## config.mk

```make
export PLATFORM = sky130hd
export DESIGN_NAME = mc_controller
export DESIGN_NICKNAME = d
export VERILOG_FILES = /design/src/rtl/mc_controller.sv
export SDC_FILE = /design/constraint.sdc
export NUM_CORES = 1
export LEC_CHECK = 0
export ABC_CLOCK_PERIOD_IN_PS = 3800
export CAP_MARGIN = 20
export CELL_PAD_IN_SITES_DETAIL_PLACEMENT = 0
export CELL_PAD_IN_SITES_GLOBAL_PLACEMENT = 1
export CORE_MARGIN = 10
export CORE_UTILIZATION = 38
export CTS_BUF_LIST = sky130_fd_sc_hd__clkbuf_2 sky130_fd_sc_hd__clkbuf_4 sky130_fd_sc_hd__clkbuf_8
export CTS_CLUSTER_DIAMETER = 50
export DETAILED_ROUTE_END_ITERATION = 6
export PLACE_DENSITY = 0.88
export SLEW_MARGIN = 10
export SYNTH_ARGS = -nofsm -noshare
export SYNTH_HDL_FRONTEND = slang
export SYNTH_SLANG_ARGS = --single-unit
```

## constraint.sdc

```tcl
create_clock -name clk -period 3.8 [get_ports clk]
set_input_delay 0.76 -clock clk [delete_from_list [all_inputs] [get_ports clk]]
set_output_delay 0.76 -clock clk [all_outputs]
set_load 0.01 [all_outputs]
```

## src/rtl/mc_controller.sv

```systemverilog
// Multicycle MIPS control unit: Moore FSM sequencing the shared datapath,
// with embedded ALU decode and a retired-instruction counter.
module mc_controller #(
    parameter int CNT_W = 32
) (
    input  logic             clk,
    input  logic             reset,
    input  logic [5:0]       op,
    input  logic [5:0]       funct,
    input  logic             zero,
    output logic             pcen,
    output logic             irwrite,
    output logic             memwrite,
    output logic             regwrite,
    output logic             iord,
    output logic             memtoreg,
    output logic             regdst,
    output logic             alusrca,
    output logic [1:0]       alusrcb,
    output logic [1:0]       pcsrc,
    output logic [2:0]       alucontrol,
    output logic             illegal_op,
    output logic [3:0]       state,
    output logic [CNT_W-1:0] instret
);

    typedef enum logic [3:0] {
        S_FETCH   = 4'd0,
        S_DECODE  = 4'd1,
        S_MEMADR  = 4'd2,
        S_MEMRD   = 4'd3,
        S_MEMWB   = 4'd4,
        S_MEMWR   = 4'd5,
        S_EXECUTE = 4'd6,
        S_ALUWB   = 4'd7,
        S_BRANCH  = 4'd8,
        S_ADDIEX  = 4'd9,
        S_ADDIWB  = 4'd10,
        S_JUMP    = 4'd11
    } state_t;

    localparam logic [5:0] OP_LW    = 6'b100011;
    localparam logic [5:0] OP_SW    = 6'b101011;
    localparam logic [5:0] OP_RTYPE = 6'b000000;
    localparam logic [5:0] OP_BEQ   = 6'b000100;
    localparam logic [5:0] OP_ADDI  = 6'b001000;
    localparam logic [5:0] OP_J     = 6'b000010;

    localparam logic [CNT_W-1:0] CNT_ONE = {{(CNT_W-1){1'b0}}, 1'b1};

    state_t           r_state;
    state_t           w_next;
    logic [CNT_W-1:0] r_instret;
    logic             w_pcwrite;
    logic             w_branch;
    logic [1:0]       w_aluop;
    logic             w_retire;

    // Every state whose exit completes an instruction; illegal opcodes leave from DECODE.
    assign w_retire = (r_state == S_MEMWB)  || (r_state == S_MEMWR) ||
                      (r_state == S_ALUWB)  || (r_state == S_BRANCH) ||
                      (r_state == S_ADDIWB) || (r_state == S_JUMP);

    // NOTE: sequential state uses non-blocking assignments so every register
    // samples pre-edge values; reset wins over the count so an aborted
    // instruction never retires.
    always_ff @(posedge clk) begin
        if (reset) begin
            r_state   <= S_FETCH;
            r_instret <= '0;
        end else begin
            r_state <= w_next;
            if (w_retire) begin
                r_instret <= r_instret + CNT_ONE;
            end
        end
    end

    // NOTE: every signal written here gets a default first, so no path through
    // the case statement can leave a latch behind.
    always_comb begin
        w_next     = S_FETCH;
        w_pcwrite  = 1'b0;
        w_branch   = 1'b0;
        w_aluop    = 2'b00;
        irwrite    = 1'b0;
        memwrite   = 1'b0;
        regwrite   = 1'b0;
        iord       = 1'b0;
        memtoreg   = 1'b0;
        regdst     = 1'b0;
        alusrca    = 1'b0;
        alusrcb    = 2'b00;
        pcsrc      = 2'b00;
        illegal_op = 1'b0;

        if (!reset) begin
            case (r_state)
                S_FETCH: begin
                    irwrite   = 1'b1;
                    w_pcwrite = 1'b1;
                    alusrcb   = 2'b01;
                    w_next    = S_DECODE;
                end
                S_DECODE: begin
                    alusrcb = 2'b11;
                    case (op)
                        OP_LW, OP_SW: w_next = S_MEMADR;
                        OP_RTYPE:     w_next = S_EXECUTE;
                        OP_BEQ:       w_next = S_BRANCH;
                        OP_ADDI:      w_next = S_ADDIEX;
                        OP_J:         w_next = S_JUMP;
                        default: begin
                            w_next     = S_FETCH;
                            illegal_op = 1'b1;
                        end
                    endcase
                end
                S_MEMADR: begin
                    alusrca = 1'b1;
                    alusrcb = 2'b10;
                    w_next  = (op == OP_LW) ? S_MEMRD : S_MEMWR;
                end
                S_MEMRD: begin
                    iord   = 1'b1;
                    w_next = S_MEMWB;
                end
                S_MEMWB: begin
                    regwrite = 1'b1;
                    memtoreg = 1'b1;
                end
                S_MEMWR: begin
                    iord     = 1'b1;
                    memwrite = 1'b1;
                end
                S_EXECUTE: begin
                    alusrca = 1'b1;
                    w_aluop = 2'b10;
                    w_next  = S_ALUWB;
                end
                S_ALUWB: begin
                    regwrite = 1'b1;
                    regdst   = 1'b1;
                end
                S_BRANCH: begin
                    alusrca  = 1'b1;
                    w_aluop  = 2'b01;
                    pcsrc    = 2'b01;
                    w_branch = 1'b1;
                end
                S_ADDIEX: begin
                    alusrca = 1'b1;
                    alusrcb = 2'b10;
                    w_next  = S_ADDIWB;
                end
                S_ADDIWB: begin
                    regwrite = 1'b1;
                end
                S_JUMP: begin
                    pcsrc     = 2'b10;
                    w_pcwrite = 1'b1;
                end
                default: w_next = S_FETCH;
            endcase
        end
    end

    always_comb begin
        alucontrol = 3'b010;
        case (w_aluop)
            2'b00: alucontrol = 3'b010;
            2'b01: alucontrol = 3'b110;
            default: begin
                case (funct)
                    6'b100000: alucontrol = 3'b010;
                    6'b100010: alucontrol = 3'b110;
                    6'b100100: alucontrol = 3'b000;
                    6'b100101: alucontrol = 3'b001;
                    6'b101010: alucontrol = 3'b111;
                    default:   alucontrol = 3'b010;
                endcase
            end
        endcase
    end

    assign pcen    = w_pcwrite | (w_branch & zero);
    assign state   = r_state;
    assign instret = r_instret;

endmodule

```

==> flow_metrics.py <==
metrics = {
    "drt": {
        "drc": 0,
        "via_per_inst": 5.522,
        "firstDrtPassIters": 4,
        "vias": 2286,
        "avgRoutedWirePerCell_um": 14.78,
        "ant_nets": 0,
        "totalWireLength_um": 6119,
        "drt_iter0_markers": 67,
    },
    "worst_setup_path": {
        "r2r-end": "instret[22]",
        "r2r-start": "instret[1]",
        "crit_type": "input pin to output pin",
        "r2r_cells": 5,
        "path_common_cell": "clkdlybuf4s50_1",
        "slowest_delay_ns": 0.54,
        "crit_slowest_cell": "clkdlybuf4s50_1",
        "reg2reg_slack_ns": 1.40,
        "cp_cell_sequence": "clkdlybuf4s50_1 > or4_1 > a21oi_1 > nor3_1 > clkdlybuf4s50_1",
        "critPathCaptureType": "output pin",
        "crit_fanout": 7,
        "critPathLaunchType": "input pin",
        "cp.arrival_ns": 2.53,
        "worstPathRequired_ns": 3.04,
    },
    "clocking": {
        "cts_hold_buf": 0,
        "cts_tree": "yes",
        "cts_root_buffer": "clkbuf_8",
        "cts-resized-gates": 0,
        "insertion_delay_ns": 0.29,
        "numCtsBuffers": 5,
        "h-tree-depth": 2,
        "cts_setup_buffers": 0,
        "clockBufferDepth": 2,
        "clk_pin_slew_worst_paths_ns": 0.07,
        "cts.sinks": 36,
    },
    "worst_hold_path": {
        "worstHoldStart": "instret[12]",
        "hp-class": "flop to flop",
        "whs_path_depth": 2,
        "min_to": "instret[12]",
    },
    "cells_and_area": {
        "n_antenna_cell": 0,
        "nNetsFinal": 354,
        "syn_to_final_growth_pct": 33.63,
        "nFillCells": 570,
        "drive_above_1_share_pct": 9.440,
        "final_util_pct": 51.75,
    },
    "logic_synthesis": {
        "synth_edf_count": 0,
        "ys_ff_latch": 36,
        "netlist_top_cells_area": "dfxtp_1 (32%), mux2_2 (7.5%), nor2b_1 (6.4%)",
        "yosysUniqueCellTypes": 48,
        "synthesis.area_um2": 2266,
        "ys_async_sr_fraction_pct": 0,
        "synth_top_area_share_pct": 31.81,
        "syn_inst": 286,
        "ys_seq_area_share_pct": 31.81,
        "yosysWarnings": 0,
        "yosysTopAreaCell": "dfxtp_1",
        "synth_area_per_cell_um2": 7.923,
        "synthFlopType": "dfxtp_1",
        "syn_nets": 302,
    },
    "placement": {
        "routabilityCongestion": 0.7761,
        "dp_hpwl_um": 4346,
        "io_buffers": 66,
    },
    "sta": {
        "final_max_slew_viol_count": 0,
        "final.setup.tns_ns": 0,
        "hold_viol_final": 0,
        "max_freq_mhz": 303.9,
        "relSlewSlack_pct": 58.26,
        "tightestPinTransition_ns": 0.6252,
        "setup_viol": 0,
        "layout_worst_path_cycle_share_pct": 86.59,
        "worst_clock_skew_ns": 0.006613,
        "rsz0062_at_grt": "false",
        "fin_hold_ws_ns": 0.4929,
        "fin_crit_ns": 3.290,
    },
    "global_routing": {
        "overflow": 0,
        "grt_max_degree": 44,
        "grt_usage_pct": 12.69,
        "grt_pass1_wl_um": 10540,
        "grt_pass1_vias": 2143,
        "antenna_found_initial": 0,
    },
    "die": {
        "rows": 28,
        "ios": 67,
        "start_util_pct": 38.73,
        "die_h_um": 97.22,
        "die_w_um": 97.22,
        "core_area_um2": 5851,
        "dieArea_um2": 9452,
    },
    "power": {
        "p_total_w": 0.0007544,
        "p_leak_nw": 1.004,
        "irDropWorstVdd_v": 0.0001360,
        "power.density_nw_per_um2": 249.2,
    },
    "flow_run": {
        "cap_violations": 0,
    },
    "status": {
        "outcome": "finished clean",
    },
}
==> cell families after synthesis <==
| logic type | share of synthesized area, % |
|---|---|
| simple gates | 37.71 |
| compound gates | 12.53 |
| buf+inv | 5.577 |
| xor+xnor | 1.933 |
| mux | 9.884 |
| fa+ha+maj | 0.5521 |
| flops | 31.81 |
==> layout make-up <==
type	instances	area, um^2	area share [%]
Clock buffer	8	97.59	3.223
Inverter	5	18.77	0.6198
Multi-Input combinational cell	221	1419	46.86
Sequential cell	36	720.7	23.80
Tap cell	75	93.84	3.099
Timing Repair Buffer	69	678.2	22.40
==> power by group <==
group	internal [W]	switching (W)	leakage, nW	total, W
combinational	0.0000347	0.0000348	0.662	0.0000695
clock	0.000162	0.000138	0.0523	0.000301
sequential	0.000378	0.00000580	0.290	0.000384
total	0.000576	0.000179	1.00	0.000754
==> routing by layer <==
layer	global-route usage, %	part of all wire (%)	wire length (um)
met5	0	0	0
met4	4.027	0.92	56
met3	4.765	7.1	434
met2	20.52	47	2859
met1	15.11	45	2769
==> metrics by stage <==
step / instances / setup slack, ns / instance area [um^2]
after global placement: 406 / 0.5186 / 2930
after CTS: 414 / 0.5153 / 3028
final: 414 / 0.5096 / 3028
after floorplan: 286 / 1.140 / 2266
after global routing: 414 / 0.4492 / 3028
after detailed placement: 406 / 0.5246 / 2930
==> worst max path at each step <==
stage               start    endpoint  cells after the start
floorplan           reset  illegal_op                      4
global placement    op[3]  illegal_op                      5
detailed placement  op[3]  illegal_op                      5
CTS                 op[3]  illegal_op                      5
global route        op[3]  illegal_op                      5
finish              op[3]  illegal_op                      5
==> sequential cells by signal, indices dropped and copies added, names as in the netlist <==
signal and flops:
instret 32, state 4
==> synthesized netlist by cell type, types with 5 or more instances <==
| cell | instances |
|---|---|
| a21oi_1 | 15 |
| and4_1 | 5 |
| clkbuf_1 | 13 |
| dfxtp_1 | 36 |
| inv_1 | 5 |
| mux2_2 | 15 |
| nand2_1 | 18 |
| nand3_1 | 12 |
| nand4_1 | 7 |
| nor2_1 | 29 |
| nor2b_1 | 23 |
| nor3_1 | 9 |
| nor4_1 | 20 |
| o31ai_1 | 10 |
| or4_1 | 10 |
==> placed cells by master, fill, tap and decap left out, types with 6 or more instances in the layout <==
cell	n
nor4_1	20
clkbuf_8	6
nand3_1	12
nand4_1	7
mux2_2	15
o31ai_1	10
nand2_1	18
nor2_1	29
dfxtp_1	36
a21oi_1	15
or4_1	10
clkdlybuf4s50_1	65
nor2b_1	23
nor3_1	9
==> worst max-delay path, delay by kind of cell <==
kind / cells / cell delay, ns
AND/OR/NAND/NOR: 2 / 0.61
AO/OA/AOI/OAI: 1 / 0.14
buffers and inverters: 2 / 1.02
(Power assumes the default switching activity.)
